$ cat config.mk
export PLATFORM = sky130hd
export DESIGN_NAME = fir_sample_feeder_flat
export DESIGN_NICKNAME = d
export VERILOG_FILES = /design/src/rtl/fir_feed_pkg.sv /design/src/rtl/fir_sample_feeder_if.sv /design/src/rtl/fir_sample_feeder_fifo.sv /design/src/rtl/fir_sample_feeder.sv /design/src/flat_wrapper.sv
export SDC_FILE = /design/constraint.sdc
export NUM_CORES = 1
export LEC_CHECK = 0
export CAP_MARGIN = 10
export CORE_ASPECT_RATIO = 0.5
export CORE_MARGIN = 3
export CORE_UTILIZATION = 53
export DETAILED_ROUTE_END_ITERATION = 6
export PLACE_DENSITY_LB_ADDON = 0.08
export SETUP_SLACK_MARGIN = 0.2
export SLEW_MARGIN = 10
export SYNTH_ARGS = -nofsm -noshare
export SYNTH_HDL_FRONTEND = slang
export SYNTH_SLANG_ARGS = --single-unit
$ cat constraint.sdc
create_clock -name clk -period 2.3 [get_ports clk]
set_clock_uncertainty 0.1 [all_clocks]
set_input_delay 0.46 -clock clk [delete_from_list [all_inputs] [get_ports clk]]
set_output_delay 0.46 -clock clk [all_outputs]
set_load 0.03 [all_outputs]
$ cat src/rtl/fir_feed_pkg.sv
// Shared types and sizing helpers for the FIR sample feeder slice.
package fir_feed_pkg;

  typedef enum logic [1:0] {
    IDLE      = 2'd0,
    WAIT_LOW  = 2'd1,
    WAIT_DONE = 2'd2
  } state_t;

  localparam int DEF_DEPTH    = 8;
  localparam int DEF_MAX_WAIT = 64;

  function automatic int cnt_width(input int depth);
    return $clog2(depth) + 1;
  endfunction

  function automatic int wait_width(input int max_wait);
    return $clog2(max_wait + 1);
  endfunction

  localparam int DEF_CNT_W  = cnt_width(DEF_DEPTH);
  localparam int DEF_WAIT_W = wait_width(DEF_MAX_WAIT);

endpackage

$ cat src/rtl/fir_sample_feeder_if.sv
// Sample stream in, single-sample issue to the FIR MAC, FIR completion back.
interface fir_sample_feeder_if #(
  parameter int INPUT_WIDTH = 8
) ();

  logic signed [INPUT_WIDTH-1:0] s_data;
  logic                          s_valid;
  logic                          s_ready;
  logic signed [INPUT_WIDTH-1:0] fir_data;
  logic                          fir_data_flag;
  logic                          fir_done;

  modport master (
    output s_data, s_valid, fir_done,
    input  s_ready, fir_data, fir_data_flag
  );

  modport slave (
    input  s_data, s_valid, fir_done,
    output s_ready, fir_data, fir_data_flag
  );

endinterface

$ cat src/rtl/fir_sample_feeder_fifo.sv
// Small synchronous FIFO with a combinational head read and occupancy count.
module sync_fifo import fir_feed_pkg::*; #(
  parameter int WIDTH = 8,
  parameter int DEPTH = DEF_DEPTH
) (
  input  logic                          clk,
  input  logic                          rst_n,
  input  logic                          push,
  input  logic                          pop,
  input  logic signed [WIDTH-1:0]       wdata,
  output logic signed [WIDTH-1:0]       rdata,
  output logic [cnt_width(DEPTH)-1:0]   count,
  output logic                          full,
  output logic                          empty
);

  localparam int AW = $clog2(DEPTH);

  logic signed [WIDTH-1:0] mem [DEPTH];
  logic [AW-1:0]           wr_ptr;
  logic [AW-1:0]           rd_ptr;

  // Storage is not reset; contents are meaningless once the pointers clear.
  always_ff @(posedge clk) begin
    if (push) mem[wr_ptr] <= wdata;
  end

  always_ff @(posedge clk or negedge rst_n) begin
    if (!rst_n) begin
      wr_ptr <= '0;
      rd_ptr <= '0;
      count  <= '0;
    end else begin
      if (push) wr_ptr <= wr_ptr + 1'b1;
      if (pop)  rd_ptr <= rd_ptr + 1'b1;
      case ({push, pop})
        2'b10:   count <= count + 1'b1;
        2'b01:   count <= count - 1'b1;
        default: count <= count;
      endcase
    end
  end

  assign rdata = mem[rd_ptr];
  assign full  = (count == (AW+1)'(DEPTH));
  assign empty = (count == '0);

endmodule

$ cat src/rtl/fir_sample_feeder.sv
// Buffers incoming samples and hands them to the sequential FIR one at a time,
// waiting for each busy/done cycle to finish before issuing the next.
module fir_sample_feeder import fir_feed_pkg::*; #(
  parameter int INPUT_WIDTH = 8,
  parameter int DEPTH       = DEF_DEPTH,
  parameter int MAX_WAIT    = DEF_MAX_WAIT
) (
  input  logic                        clk,
  input  logic                        rst_n,
  fir_sample_feeder_if.slave          bus,
  output logic [cnt_width(DEPTH)-1:0] fifo_count,
  output logic                        err_timeout
);

  localparam int WAIT_W = wait_width(MAX_WAIT);

  state_t                        state;
  logic [WAIT_W-1:0]             wait_cnt;
  logic signed [INPUT_WIDTH-1:0] head;
  logic                          push;
  logic                          pop;
  logic                          full;
  logic                          empty;

  assign bus.s_ready = rst_n && !full;
  assign push        = bus.s_valid && bus.s_ready;
  assign pop         = (state == IDLE) && !empty && bus.fir_done;

  sync_fifo #(
    .WIDTH (INPUT_WIDTH),
    .DEPTH (DEPTH)
  ) u_fifo (
    .clk   (clk),
    .rst_n (rst_n),
    .push  (push),
    .pop   (pop),
    .wdata (bus.s_data),
    .rdata (head),
    .count (fifo_count),
    .full  (full),
    .empty (empty)
  );

  // WAIT_LOW tolerates one cycle of done still high, since the FIR only
  // reacts to the flag on the edge after it is issued.
  always_ff @(posedge clk or negedge rst_n) begin
    if (!rst_n) begin
      state             <= IDLE;
      wait_cnt          <= '0;
      bus.fir_data      <= '0;
      bus.fir_data_flag <= 1'b0;
      err_timeout       <= 1'b0;
    end else begin
      case (state)
        IDLE: begin
          if (pop) begin
            bus.fir_data      <= head;
            bus.fir_data_flag <= 1'b1;
            wait_cnt          <= '0;
            state             <= WAIT_LOW;
          end else begin
            bus.fir_data_flag <= 1'b0;
          end
        end
        WAIT_LOW: begin
          bus.fir_data_flag <= 1'b0;
          if (!bus.fir_done) begin
            wait_cnt <= '0;
            state    <= WAIT_DONE;
          end else if (wait_cnt != '0) begin
            err_timeout <= 1'b1;
            state       <= IDLE;
          end else begin
            wait_cnt <= WAIT_W'(1);
          end
        end
        WAIT_DONE: begin
          bus.fir_data_flag <= 1'b0;
          if (bus.fir_done) begin
            state <= IDLE;
          end else if (wait_cnt == WAIT_W'(MAX_WAIT - 1)) begin
            err_timeout <= 1'b1;
            state       <= IDLE;
          end else begin
            wait_cnt <= wait_cnt + 1'b1;
          end
        end
        default: begin
          bus.fir_data_flag <= 1'b0;
          state             <= IDLE;
        end
      endcase
    end
  end

endmodule
$ cat src/flat_wrapper.sv
// flat-port wrapper written by rule: the top's interface ports become plain ports
module fir_sample_feeder_flat import fir_feed_pkg::*;
#(
  parameter int INPUT_WIDTH = 8,
  parameter int DEPTH       = DEF_DEPTH,
  parameter int MAX_WAIT    = DEF_MAX_WAIT
)
  (clk, rst_n, fifo_count, err_timeout, bus_s_data, bus_s_valid, bus_fir_done, bus_s_ready, bus_fir_data, bus_fir_data_flag);
  fir_sample_feeder_if #(.INPUT_WIDTH(INPUT_WIDTH)) bus_i ();
  input  logic clk;
  input  logic rst_n;
  output logic [cnt_width(DEPTH)-1:0] fifo_count;
  output logic err_timeout;
  input wire logic [$bits(bus_i.s_data)-1:0] bus_s_data;
  input wire logic [$bits(bus_i.s_valid)-1:0] bus_s_valid;
  input wire logic [$bits(bus_i.fir_done)-1:0] bus_fir_done;
  output wire logic [$bits(bus_i.s_ready)-1:0] bus_s_ready;
  output wire logic [$bits(bus_i.fir_data)-1:0] bus_fir_data;
  output wire logic [$bits(bus_i.fir_data_flag)-1:0] bus_fir_data_flag;
  assign bus_i.s_data = bus_s_data;
  assign bus_i.s_valid = bus_s_valid;
  assign bus_i.fir_done = bus_fir_done;
  assign bus_s_ready = bus_i.s_ready;
  assign bus_fir_data = bus_i.fir_data;
  assign bus_fir_data_flag = bus_i.fir_data_flag;
  fir_sample_feeder #(.INPUT_WIDTH(INPUT_WIDTH), .DEPTH(DEPTH), .MAX_WAIT(MAX_WAIT)) u_core (.clk(clk), .rst_n(rst_n), .bus(bus_i), .fifo_count(fifo_count), .err_timeout(err_timeout));
endmodule
* Word-level counts from Yosys, hierarchy flattened
Memories as Yosys holds them, arrays and structs flattened. A register that Yosys moved wholly into a read port is not among the register bits.
Cells that the tools add are included.
Widths: inputs -> output; s select.
** Operators by class
- Add/sub/neg operators :: 5
- Equal/unequal tests :: 15
- Muxes and demuxes :: 22
- Reduce and logical (&&, ||, !) cells :: 17
** Operators with widths (count)
- $mux 7 :: 5
- $pmux 7 s3 :: 1
- $mux 2 :: 5
- $reduce_and 5->1 :: 2
- $mux 1 :: 8
- $ne 2x2->1 const B :: 4
- $pmux 4 s2 :: 1
- $add 7x1->7 const B :: 1
- $eq 7x6->1 const B :: 1
- $reduce_bool 7->1 :: 1
- $add 3x1->3 const B :: 2
- $ne 3x2->1 const B :: 2
- $pmux 2 s3 :: 1
- $add 4x1->4 const B :: 1
- $eq 2x1->1 const B :: 2
- $eq 2x2->1 const B :: 2
- $eq 4x4->1 const B :: 1
- $logic_and 1x1->1 :: 4
- $logic_not 4->1 :: 1
- $ne 2x1->1 const B :: 2
- $reduce_bool 2->1 :: 2
- $sub 4x1->4 const B :: 1
- $logic_not 1->1 :: 3
- $ne 3x3->1 const B :: 1
- other kinds (5) :: 5
** Word-level totals
- Register bits after elaboration :: 21
- Memory bits (writable) :: 64
- Input bits :: 12
- Output and inout bits :: 15
- Word-level logic and storage cells :: 67
- Memories :: 1
** Memories
- u_core.u_fifo.mem :: depth 8, bits a word 8, rd ports 1, clocked after Yosys merged registers in 1, wr ports 1, RTL line fir_sample_feeder_fifo.sv:19 : logic signed [WIDTH-1:0] mem [DEPTH];

* Depth between registers and ports, before layout
- Depth in word-level cells :: 6
- Mapped depth :: 11
- Mapped depth without buffers :: 11

* Cells and area by module
A second synthesis with hierarchy kept.
** Unflattened totals
- Cell total of the unflattened synthesis :: 240
- Area, all modules :: 4053.9 um2
** Modules (own cells, without submodules)
- sync_fifo :: times used 1, cells each 147, area each 3040.4 um2, sequential area each 2172.1 um2
- fir_sample_feeder :: times used 1, cells each 93, area each 1013.5 um2, sequential area each 475.5 um2

* Worst setup path after synthesis
Ideal clock, no wire load.
- Kind :: register to register
- Start point :: reg u_core.u_fifo.count[1]
- End point :: reg u_core.u_fifo.count[2]
- Setup time :: 0.140 ns
- Arrival time :: 2.439 ns
- Data required time :: 2.060 ns
- Path slack :: -0.378 ns
- Stages on the path, launching flop included :: 12
- Path buffers :: 1
- Period minus slack after synthesis :: 2.678 ns
- Cell sequence :: dfrtp_1 or4b_1 and3_1 buf_6 inv_1 ha_1 xor2_1 ha_1 a21oi_1 xor2_1 nor2_1 xor2_1
** On the way
- Longest elaborated chain between the ends :: 6
- Elaborated cells on any way between the ends :: 14
- Classes of those cells :: add/sub (2); eq/ne (3); mux (1); reduce/logical (8)
** Ends and longest elaborated chain
- start, declared :: RTL line fir_sample_feeder_fifo.sv:12 : output logic [cnt_width(DEPTH)-1:0] count,
- start signal, assigned :: RTL line fir_sample_feeder_fifo.sv:37 : 2'b10: count <= count + 1'b1;
- start signal, assigned :: RTL line fir_sample_feeder_fifo.sv:38 : 2'b01: count <= count - 1'b1;
- start signal, assigned :: RTL line fir_sample_feeder_fifo.sv:39 : default: count <= count;
- $eq 4x4->1 / $logic_not 4->1 (equally long branches) :: RTL line fir_sample_feeder_fifo.sv:45, fir_sample_feeder_fifo.sv:46
- $logic_not 1->1, on equally long branches :: RTL line fir_sample_feeder.sv:25, fir_sample_feeder.sv:27
- $logic_and 1x1->1, on equally long branches :: RTL line fir_sample_feeder.sv:25, fir_sample_feeder.sv:27
- $logic_and 1x1->1, on equally long branches :: RTL line fir_sample_feeder.sv:26, fir_sample_feeder.sv:27
- $eq 2x1->1 / $eq 2x2->1 (equally long branches) :: RTL line fir_sample_feeder_fifo.sv:36 : case ({push, pop})
- $pmux 4 s2 / $reduce_bool 2->1 (equally long branches)
Parallel ways exist; a longest one is shown, timed or not.
A chain may end at the register's enable or synchronous reset.

* Worst setup path after layout
- Start point :: reg u_core.u_fifo.count[2]
- End point :: reg u_core.u_fifo.count[2]
The elaborated chain is that of the path after synthesis.

==> run_results.csv <==
group,metric,value,unit
run_status,outcome,"completed",
synthesis,synth-seq-cells,93,
synthesis,syn_nets,277,
synthesis,yosys_warnings,0,
final_layout,syn2layout_area_growth,24.61,%
synthesis,yosysMostFrequentCell,"edfxtp_1",
hold_path,hold_start,"u_core.bus.fir_data[7]",
setup_path,cp_data_required_time,2460,ps
place,gp_congestion,0.8606,
timing,rsz0062_at_grt,"true",
setup_path,critical_path_class,"reg -> reg",
synthesis,ys_top_cells_by_area,"edfxtp_1 48%, dfrtp_1 18%, mux4_2 9.0%, ha_1 3.8%, mux2i_1 2.8%",
floorplan,fp.coreArea,6989,um2
floorplan,die_w,128.7,um
clock_tree,htreeDepth,3,
synthesis,synth.top_cells.by_count,"64 x edfxtp_1, 29 x dfrtp_1, 21 x nand2_1, 16 x mux4_2, 14 x nor2_1",
place,dpl.hpwl,4837,um
clock_tree,path_clk_slew,60,ps
global_route,grt_pass1_wl,12250,um
floorplan,ios,27,
setup_path,cp-end-kind,"flip-flop",
final_layout,drive_gt1_frac,0.2889,
pwr,pwr_density_cell,1218,nW/um2
synthesis,synth_area,3991,um2
global_route,grt_max_degree,31,
routing,dr.pass1.iters,4,
timing,worst_slew_pin_slew,601.0,ps
final_layout,fillers,470,
setup_path,reg2reg_from,"u_core.u_fifo.count[2]",
timing,fin_crit,2297,ps
timing,setup_viol,0,
synthesis,synthCells,253,
clock_tree,cts_num_sinks,93,
global_route,gr-total-overflow,0,
global_route,grt_pass1_vias,2391,
routing,dr_total_vias,2304,
synthesis,synth_top_area_cell,"edfxtp_1",
hold_path,hold_depth,2,
floorplan,die_h,67.37,um
routing,wl,7252,um
pwr,p_leak,0.001861,uW
timing,fmax,0.4354,GHz
synthesis,synth.top_cell.area_share,0.4815,
final_layout,antenna_cells,0,
timing,drv_slew,0,
clock_tree,ctsRootBufferMaster,"clkbuf_16",
setup_path,path_max_fanout,3,
hold_path,min_to,"u_core.bus.fir_data[7]",
clock_tree,cts_buffers,9,
floorplan,rows,21,
timing,relSlewSlack,0.5993,
routing,ant_nets,0,
final_layout,finish.utilization,0.7116,
place,port_buffers,26,
clock_tree,clk_latency,330,ps
clock_tree,cts_tree,"yes",
routing,drt-wirelength-per-cell,17.82,um
routing,drtIter0Drc,165,
timing,hold_viol_final,0,
synthesis,ys_async_sr_fraction,0.3118,
global_route,antenna_found_initial,0,
hold_path,hold_path_class,"reg -> reg",
final_layout,fin_nets,334,
floorplan,dieArea,8672,um2
global_route,grt_use_total,0.1908,
setup_path,rrSetupSlack,3,ps
setup_path,worstPathArrival,2450,ps
clock_tree,cts_hold_buf,0,
clock_tree,cts_buffer_depth,2,
synthesis,synth.distinct_cells,40,
timing,min_period_over_period,0.9986,
job,maxCapViolCount,0,
routing,drcViolationCount,0,
pwr,ir_worst_vdd,0.5487,mV
setup_path,start_kind,"flip-flop",
synthesis,synth_ff_type,"edfxtp_1",
synthesis,yosysSeqAreaShare,0.6633,
pwr,power,6060,uW
floorplan,initial_core_util,0.5711,
routing,detail_route.vias_per_cell,5.661,
synthesis,syn_area_per_cell,15.78,um2
synthesis,synth_edf_count,64,
setup_path,r2r_cells,10,
setup_path,r2r-end,"u_core.u_fifo.count[2]",
-- worst max path at each step --
stage / slack [ps] / to / startpoint / depth (start not counted)
2_1_floorplan: -130 / u_core.u_fifo.count[2] / u_core.u_fifo.count[2] / 11
3_3_place_gp: -180 / u_core.u_fifo.count[2] / bus_fir_done / 11
3_5_place_dp: -210 / u_core.u_fifo.count[2] / bus_fir_done / 11
4_1_cts: 30 / u_core.u_fifo.count[2] / u_core.u_fifo.count[2] / 10
5_1_grt: -100 / u_core.u_fifo.count[2] / u_core.u_fifo.count[2] / 10
6_report: 3 / u_core.u_fifo.count[2] / u_core.u_fifo.count[2] / 10
-- cells by family (layout without fill, tap and decap cells) --
kind of cell,Yosys count,in the layout,synth area share
and+or+nand+nor,64,64,0.08025
xor gates and xnor gates,9,9,0.01975
AOI/OAI and AO/OA,28,28,0.05172
buffers and inverters,17,79,0.02006
DFF,93,93,0.6633
adders and majority gates,12,12,0.03762
muxes,30,30,0.1273
-- critical path, stage by stage, from the launching register on --
cell	delay (ps)
dfrtp_2	410
or4b_4	540
and3_4	180
inv_4	50
ha_4	140
xor2_2	170
ha_4	150
a21oi_2	30
xor2_1	140
nor2_1	150
xor2_1	150
-- flip-flops by register name (all words and copies together), names as in the netlist --
name,count
u_core.bus.fir_data,8
u_core.bus.fir_data_flag,1
u_core.err_timeout,1
u_core.state,2
u_core.u_fifo.count,4
u_core.u_fifo.mem,64
u_core.u_fifo.rd_ptr,3
u_core.u_fifo.wr_ptr,3
u_core.wait_cnt,7
-- metrics by stage --
step	setup TNS [ps]	cells	area (um2)	setup WS (ps)	hold slack [ps]
2_1_floorplan	-237.4	253	4036	-132.7	64.41
3_3_place_gp	-383.3	388	4563	-175.7	365.3
3_5_place_dp	-511.2	388	4563	-208.8	369.2
4_1_cts	0	405	4876	30.20	383.2
5_1_grt	-139.9	407	4974	-103.5	414.1
6_report	0	407	4974	3.333	377.6
-- cell usage in the layout (no fill, tap or decap), types with 2 or more instances in the layout --
cell / netlist / layout
o41ai_2: 2 / 2
xor2_1: 5 / 4
nor2b_1: 3 / 3
clkdlybuf4s50_1: 0 / 24
a21oi_2: 1 / 3
nor2_1: 14 / 14
dfrtp_1: 29 / 26
o41ai_1: 4 / 3
mux2_2: 2 / 2
buf_12: 0 / 2
nand3_1: 3 / 3
nor3_2: 0 / 2
inv_1: 9 / 7
o21ai_0: 12 / 12
ha_1: 12 / 8
nor3_1: 5 / 3
buf_4: 1 / 22
xnor2_1: 4 / 4
edfxtp_1: 64 / 64
ha_4: 0 / 3
mux4_2: 16 / 16
mux2i_1: 11 / 11
buf_6: 1 / 5
dfrtp_2: 0 / 3
nand4_1: 3 / 3
clkinv_2: 0 / 2
nand2_1: 21 / 19
clkbuf_16: 0 / 9
nand3b_1: 2 / 2
inv_6: 0 / 2
nand2b_1: 6 / 5
-- timing repair --
action                     in CTS  in global routing
setup endpoints to repair      11                 11
resized for setup               9                 16
buffers inserted                1                  2
pin swaps                       4                  3
-- layout make-up --
cell class | count | area, um2 | area share
sequential | 93 | 2651 | 0.5331
multi-input combinational | 143 | 1388 | 0.2790
timing repair buffer | 54 | 510.5 | 0.1026
clock buffer | 9 | 225.2 | 0.04528
tap | 92 | 115.1 | 0.02314
clock inverter | 7 | 47.55 | 0.009560
inverter | 9 | 36.28 | 0.007296
-- report_power, final --
part / internal [uW] / total, uW / switching [uW] / leakage [uW]
clock network: 733 / 1340 / 607 / 0.000134
logic: 1150 / 2380 / 1230 / 0.000789
registers: 2100 / 2340 / 242 / 0.000939
total: 3990 / 6060 / 2070 / 0.00186
-- metal layers --
metal / wire [um] / vias to the layer above / part of all wire / track usage
li1: - / 1081 / - / -
met4: 66 / 0 / 0.0091 / 0.05497
met5: 0 / - / 0 / 0
met2: 3374 / 52 / 0.47 / 0.2970
met1: 3460 / 1162 / 0.48 / 0.2664
met3: 350 / 9 / 0.048 / 0.05608
Power figures use the tool's default switching activity.
